$ cat src/rtl/pc_pkg.sv
// Shared definitions for the program-counter / return-stack block:
// default geometry constants and the command-priority encoding.
package pc_pkg;

  localparam int unsigned PC_WIDTH_DEFAULT = 16;
  localparam int unsigned PC_DEPTH_DEFAULT = 4;
  localparam int unsigned PC_STEP_DEFAULT  = 1;

  // One command wins per cycle; the encoding order mirrors the priority
  // (higher value = higher priority) so a glance at a waveform tells the winner.
  typedef enum logic [2:0] {
    CMD_NONE      = 3'd0,
    CMD_INCREMENT = 3'd1,
    CMD_LOAD      = 3'd2,
    CMD_BRANCH    = 3'd3,
    CMD_CALL      = 3'd4,
    CMD_RETURN    = 3'd5
  } cmd_e;

  // Collapse the raw command strobes into the single command that takes effect.
  function automatic cmd_e decode_cmd(
    input logic ret,
    input logic call,
    input logic branch,
    input logic load,
    input logic increment
  );
    if (ret) begin
      return CMD_RETURN;
    end else if (call) begin
      return CMD_CALL;
    end else if (branch) begin
      return CMD_BRANCH;
    end else if (load) begin
      return CMD_LOAD;
    end else if (increment) begin
      return CMD_INCREMENT;
    end
    return CMD_NONE;
  endfunction

endpackage

$ cat src/rtl/pc_lifo.sv
// Return-address LIFO. Only the entry count is reset; entry contents are
// left unreset because they are never read while the stack is empty.
// Push on a full stack and pop on an empty stack are ignored here; the
// parent is responsible for flagging them.
module pc_lifo #(
  parameter int unsigned WIDTH = pc_pkg::PC_WIDTH_DEFAULT,
  parameter int unsigned DEPTH = pc_pkg::PC_DEPTH_DEFAULT
) (
  input  logic             clk,
  input  logic             rst,
  input  logic             push,
  input  logic             pop,
  input  logic [WIDTH-1:0] data,
  output logic [WIDTH-1:0] top,
  output logic             full,
  output logic             empty
);

  localparam int unsigned AW = (DEPTH > 1) ? $clog2(DEPTH) : 1;
  localparam int unsigned CW = AW + 1;
  localparam logic [CW-1:0] DEPTH_C = CW'(DEPTH);

  logic [WIDTH-1:0] mem [DEPTH];
  logic [CW-1:0]    count;
  logic [AW-1:0]    wr_idx;
  logic [AW-1:0]    rd_idx;
  logic             push_ok;
  logic             pop_ok;

  assign full    = (count == DEPTH_C);
  assign empty   = (count == '0);
  assign push_ok = push && !full;
  assign pop_ok  = pop && !empty && !push;
  // Count indexes the next free slot; the top entry sits one below it.
  assign wr_idx  = count[AW-1:0];
  assign rd_idx  = count[AW-1:0] - 1'b1;
  assign top     = mem[rd_idx];

  // Entry count: the only reset state in the LIFO.
  always_ff @(posedge clk or posedge rst) begin
    if (rst) begin
      count <= '0;
    end else if (push_ok) begin
      count <= count + 1'b1;
    end else if (pop_ok) begin
      count <= count - 1'b1;
    end
  end

  // Entry storage, written on an accepted push.
  always_ff @(posedge clk) begin
    if (push_ok) begin
      mem[wr_idx] <= data;
    end
  end

endmodule

$ cat src/rtl/pc_stack_register.sv
// Program counter with load / increment / branch and a call/return stack.
// Priority per cycle: RETURN > CALL > BRANCH > LOAD > INCREMENT.
// DATAOUT is a register: every command shows up one edge later.
// Optional feature macro: PC_STACK_ERROR_EN enables the sticky
// overflow/underflow ERROR flag; when undefined ERROR is tied low.
module pc_stack_register
  import pc_pkg::*;
#(
  parameter int unsigned WIDTH = PC_WIDTH_DEFAULT,
  parameter int unsigned DEPTH = PC_DEPTH_DEFAULT,
  parameter int unsigned STEP  = PC_STEP_DEFAULT
) (
  input  logic             CLOCK,
  input  logic             RESET,
  input  logic             LOAD,
  input  logic             INCREMENT,
  input  logic             BRANCH,
  input  logic             CALL,
  input  logic             RETURN,
  input  logic [WIDTH-1:0] DATAIN,
  input  logic [WIDTH-1:0] OFFSET,
  output logic [WIDTH-1:0] DATAOUT,
  output logic             STACK_FULL,
  output logic             STACK_EMPTY,
  output logic             ERROR
);

  // STEP is truncated to WIDTH bits so all adds wrap modulo 2^WIDTH.
  localparam logic [WIDTH-1:0] STEP_W = WIDTH'(STEP);

  cmd_e             cmd;
  logic [WIDTH-1:0] pc_q;
  logic [WIDTH-1:0] pc_d;
  logic [WIDTH-1:0] ret_addr;
  logic [WIDTH-1:0] top;
  logic             push;
  logic             pop;
  logic             full;
  logic             empty;

  assign cmd      = decode_cmd(RETURN, CALL, BRANCH, LOAD, INCREMENT);
  assign ret_addr = pc_q + STEP_W;

  pc_lifo #(
    .WIDTH (WIDTH),
    .DEPTH (DEPTH)
  ) u_lifo (
    .clk   (CLOCK),
    .rst   (RESET),
    .push  (push),
    .pop   (pop),
    .data  (ret_addr),
    .top   (top),
    .full  (full),
    .empty (empty)
  );

  // Next program counter and stack strobes for the winning command.
  // A refused CALL (full) or RETURN (empty) leaves everything unchanged.
  always_comb begin
    pc_d = pc_q;
    push = 1'b0;
    pop  = 1'b0;
    unique case (cmd)
      CMD_RETURN: begin
        if (!empty) begin
          pc_d = top;
          pop  = 1'b1;
        end
      end
      CMD_CALL: begin
        if (!full) begin
          pc_d = DATAIN;
          push = 1'b1;
        end
      end
      CMD_BRANCH:    pc_d = pc_q + OFFSET;
      CMD_LOAD:      pc_d = DATAIN;
      CMD_INCREMENT: pc_d = pc_q + STEP_W;
      default:       pc_d = pc_q;
    endcase
  end

  // Program counter register.
  always_ff @(posedge CLOCK or posedge RESET) begin
    if (RESET) begin
      pc_q <= '0;
    end else begin
      pc_q <= pc_d;
    end
  end

  assign DATAOUT     = pc_q;
  assign STACK_FULL  = full;
  assign STACK_EMPTY = empty;

`ifdef PC_STACK_ERROR_EN
  logic overflow;
  logic underflow;
  logic error_q;

  assign overflow  = (cmd == CMD_CALL) && full;
  assign underflow = (cmd == CMD_RETURN) && empty;

  // Sticky error: set by the first refused CALL/RETURN, cleared only by reset.
  always_ff @(posedge CLOCK or posedge RESET) begin
    if (RESET) begin
      error_q <= 1'b0;
    end else if (overflow || underflow) begin
      error_q <= 1'b1;
    end
  end

  assign ERROR = error_q;
`else
  assign ERROR = 1'b0;
`endif

endmodule

$ cat config.mk
export PLATFORM = sky130hd
export DESIGN_NAME = pc_stack_register
export DESIGN_NICKNAME = d
export VERILOG_FILES = /design/src/rtl/pc_pkg.sv /design/src/rtl/pc_lifo.sv /design/src/rtl/pc_stack_register.sv
export SDC_FILE = /design/constraint.sdc
export NUM_CORES = 1
export LEC_CHECK = 0
export BUFFER_PORTS_ARGS = -buffer_cell sky130_fd_sc_hd__buf_2
export CAP_MARGIN = 40
export CELL_PAD_IN_SITES_DETAIL_PLACEMENT = 0
export CELL_PAD_IN_SITES_GLOBAL_PLACEMENT = 1
export CORE_MARGIN = 2
export CORE_UTILIZATION = 47
export DETAILED_ROUTE_END_ITERATION = 7
export HOLD_SLACK_MARGIN = 0.03
export PLACE_DENSITY_LB_ADDON = 0.2
export SYNTH_ARGS = -nofsm -noshare
export SYNTH_HDL_FRONTEND = slang
export SYNTH_SLANG_ARGS = --single-unit
$ cat constraint.sdc
create_clock -name CLOCK -period 3.5 [get_ports CLOCK]
set_input_delay 0.175 -clock CLOCK [delete_from_list [all_inputs] [get_ports CLOCK]]
set_output_delay 0.175 -clock CLOCK [all_outputs]
set_load 0.02 [all_outputs]
==> summary.md <==
| Metric | Value |
|---|---|
| Flops & latches, synth | `83` |
| # setup viols final | `0` |
| Routability congestion estimate from global placement | `0.8669` |
| Core Region | `0.009729 mm²` |
| DPL Wire Length | `8200 µm` |
| Fin crit share | `72.94%` |
| Worst path slowest cell | `dfrtp_1` |
| Die footprint | `0.01075 mm²` |
| Fmax | `391.7 MHz` |
| Avg Cell Area, Syn | `12.10 µm²` |
| GRT busiest layer | `met2` |
| WP data required | `3.74 ns` |
| Total setup buffers inserted after CTS | `0` |
| Leakage | `0.002072 µW` |
| # IOs | `58` |
| Setup Crit Path Kind | `reg -> reg` |
| ANT cells | `0` |
| Met1 usage | `31.27%` |
| Clk_skew | `0.01660 ns` |
| Clk sinks | `83` |
| Max H-tree Level | `3` |
| Root Driver | `clkbuf_8` |
| Post-route ant nets | `0` |
| Crit path top cell by count | `a211o_1` |
| Rows | `36` |
| WL per Instance | `19.20 µm` |
| Psw | `1851 µW` |
| Top cell type's share of synthesized area | `41.16%` |
| Count leader, synth | `edfxtp_1` |
| Post-synth EDFFs | `64` |
| Drt pass-1 iters | `5` |
| Synthesized cell area | `0.004669 mm²` |
| Synth area leader | `edfxtp_1` |
| Crit-path max cell delay | `0.48 ns` |
| Fin cells | `580` |
| Vias/cell | `5.781` |
| Minimum clock period | `2.553 ns` |
| Slew @ Worst Pin | `0.8290 ns` |
| Area of the multi-input gates | `0.002151 mm²` |
| Post-DP Area | `0.005090 mm²` |
| Initial core utilization | `47.99%` |
| Port Buffers | `56` |
| Number of max-cap violations | `0` |
| Hold buffer count at cts | `1` |
| Placed cells | `563` |
| Cell Chain, Critical Path | `ha_1 -> fa_1 -> a211o_1 -> a211o_1 -> nor3b_1 -> or3_1 -> nand3_1 -> o211ai_1` |
| Status | `finished, final reports clean` |
| RSZ-0062 raised after global routing | `no` |
| PwrDens | `844.5 mW/mm²` |
| Cts bufs inserted | `9` |
| Yosys warns | `0` |
| Largest net degree at the start of global routing | `21` |
| Post-Route WL | `11130 µm` |
| Final Hold Viols | `0` |
| Max-slew violations | `0` |
| Fraction of layout instances using a drive strength above 1 | `23.04%` |
| Logic pwr share | `47.1%` |
| Worst-path fanout max | `8` |
| Switching Share | `41.30%` |
| Final nets | `503` |
| Post-Layout Inst Area | `0.005308 mm²` |
| Initial drt markers | `206` |
| Antenna violations before repair | `0` |
| Hold Crit Class | `in -> reg` |
| Worst slew margin | `44.73%` |
| CTS clk-pin slew, worst paths | `0.10 ns` |
| Syn nets | `447` |
| Critical Path AT | `2.79 ns` |
| Post-synthesis sequential area ratio | `51.34%` |
| Met3 Use GR | `3.147%` |
| Vias in the first global route | `3339` |
| Worst-Skew Late Latency | `0.36 ns` |
| Synth area leaders | `edfxtp_1 (41%), dfrtp_1 (10%), mux4_2 (7.7%)` |
| Detailed-route DRC error count | `0` |
| Reg power frac | `36.8%` |
| Gr usage total | `21.77%` |
| Die Y | `103.7 µm` |
| Hold Worst Slack | `0.07274 ns` |
| Area growth syn-to-layout | `13.67%` |
| Clk buf depth | `2` |
| # fillers | `844` |
| Syn Inst Count | `386` |
| Primary FF master, synth | `edfxtp_1` |
| Commonest cells post-synth | `edfxtp_1 (64), nand2_1 (27), a21oi_1 (24), nor2_1 (24), o21ai_0 (23)` |
| First-pass GRT wire length | `17970 µm` |
| Post-synthesis async set-or-reset flop share | `22.89%` |
| Setup TNS | `0 ns` |
| Grt total ovfl | `0` |
| DR vias | `3353` |
| Synth cell types | `57` |
| Chip width | `103.7 µm` |
| FF+latch area | `0.002397 mm²` |
| VDD IR max | `341.9 µV` |
| CTS tree | `built` |
| Clock Power Share | `16.0%` |
| P_int | `2631 µW` |
| Crit start category | `register` |
| Worst setup EP type | `register` |
| Post_cts resized | `0` |
| GR met2 Demand/Resource | `34.44%` |
-- placed cells by master, fill, tap and decap left out, types with 2 or more instances in the layout --
master,count
a211o_1,4
a211oi_1,5
a21boi_0,2
a21o_1,9
a21oi_1,24
a221o_1,6
a221oi_1,7
a222oi_1,2
a31oi_1,5
a41oi_1,3
and2_1,6
and2_4,2
and3_1,6
buf_2,56
buf_4,4
clkbuf_8,9
dfrtp_1,19
edfxtp_1,64
fa_1,2
ha_1,20
inv_1,10
inv_6,2
inv_8,2
mux2i_1,3
mux4_2,16
nand2_1,27
nand3_1,11
nand4_1,3
nor2_1,24
nor2b_1,2
nor3_1,9
o21a_1,3
o21ai_0,23
o21bai_1,2
o22ai_1,3
o32ai_1,2
or3_1,3
xnor2_1,11
xor2_1,11
-- worst paths after layout --
| path | startpoint | end | slack (ns) | cells after the start |
|---|---|---|---|---|
| max in group asynchronous | RESET | DATAOUT[5] | 2.83 | 4 |
| hold reg to reg | u_lifo.count[1] | u_lifo.count[1] | 0.63 | 1 |
| setup reg to reg | DATAOUT[0] | DATAOUT[14] | 0.95 | 8 |
| min in group asynchronous | RESET | u_lifo.count[2] | 0.30 | 3 |
| hold / removal | DATAIN[2] | DATAOUT[2] | 0.07 | 3 |
| setup / recovery | DATAOUT[0] | DATAOUT[14] | 0.95 | 8 |
-- sequential cells by signal, indices dropped and copies added (netlist names) --
| name | count |
|---|---|
| u_lifo.count | 3 |
| DATAOUT | 16 |
| u_lifo.mem | 64 |
-- worst max-delay path, delay by kind of cell (launching register included) --
kind	cells	cell delay (ns)
DFF	1	0.48
AOI/OAI and AO/OA	3	0.70
and+or+nand+nor	3	0.58
adders and majority gates	2	0.68
-- power groups by stage --
| stage | sequential [µW] | clock (µW) | combinational (µW) |
|---|---|---|---|
| after CTS | 1650 | 735 | 2120 |
| after global placement | 1660 | 0 | 2070 |
| after detailed placement | 1670 | 0 | 2110 |
| after floorplan | 1690 | 0 | 1470 |
| final | 1650 | 718 | 2110 |
| after global routing | 1690 | 782 | 2310 |
-- metal layers --
| metal | wire, µm | vias to the layer above |
|---|---|---|
| met3 | 590 | 14 |
| met2 | 5170 | 100 |
| li1 | - | 1613 |
| met5 | 0 | - |
| met1 | 5194 | 1626 |
| met4 | 179 | 0 |
-- layout make-up --
cell class	instances	share of cell area [%]
Clock inverter	7	1.579
Tap cell	133	3.135
Sequential cell	83	45.17
Clock buffer	9	2.334
Timing Repair Buffer	62	6.554
Inverter	10	0.7072
Multi-Input combinational cell	276	40.52
-- kinds of logic after synthesis --
family,after synthesis,synth area share [%]
other cells,1,0.08031
mux,20,8.601
flops,83,51.34
xor+xnor,22,4.126
fa+ha+maj,22,6.217
compound gates,106,15.38
buf+inv,27,2.599
simple gates,105,11.66
-- per-stage QoR --
stage          utilization [%]  setup slack, ns  power (µW)
2_1_floorplan                -           0.9096        3164
3_3_place_gp             52.03            1.003        3729
3_5_place_dp             52.31           0.9518        3776
4_1_cts                  54.55           0.9504        4503
5_1_grt                  54.55           0.7949        4791
6_report                 54.55           0.9470        4482
Power figures use the tool's default switching activity.
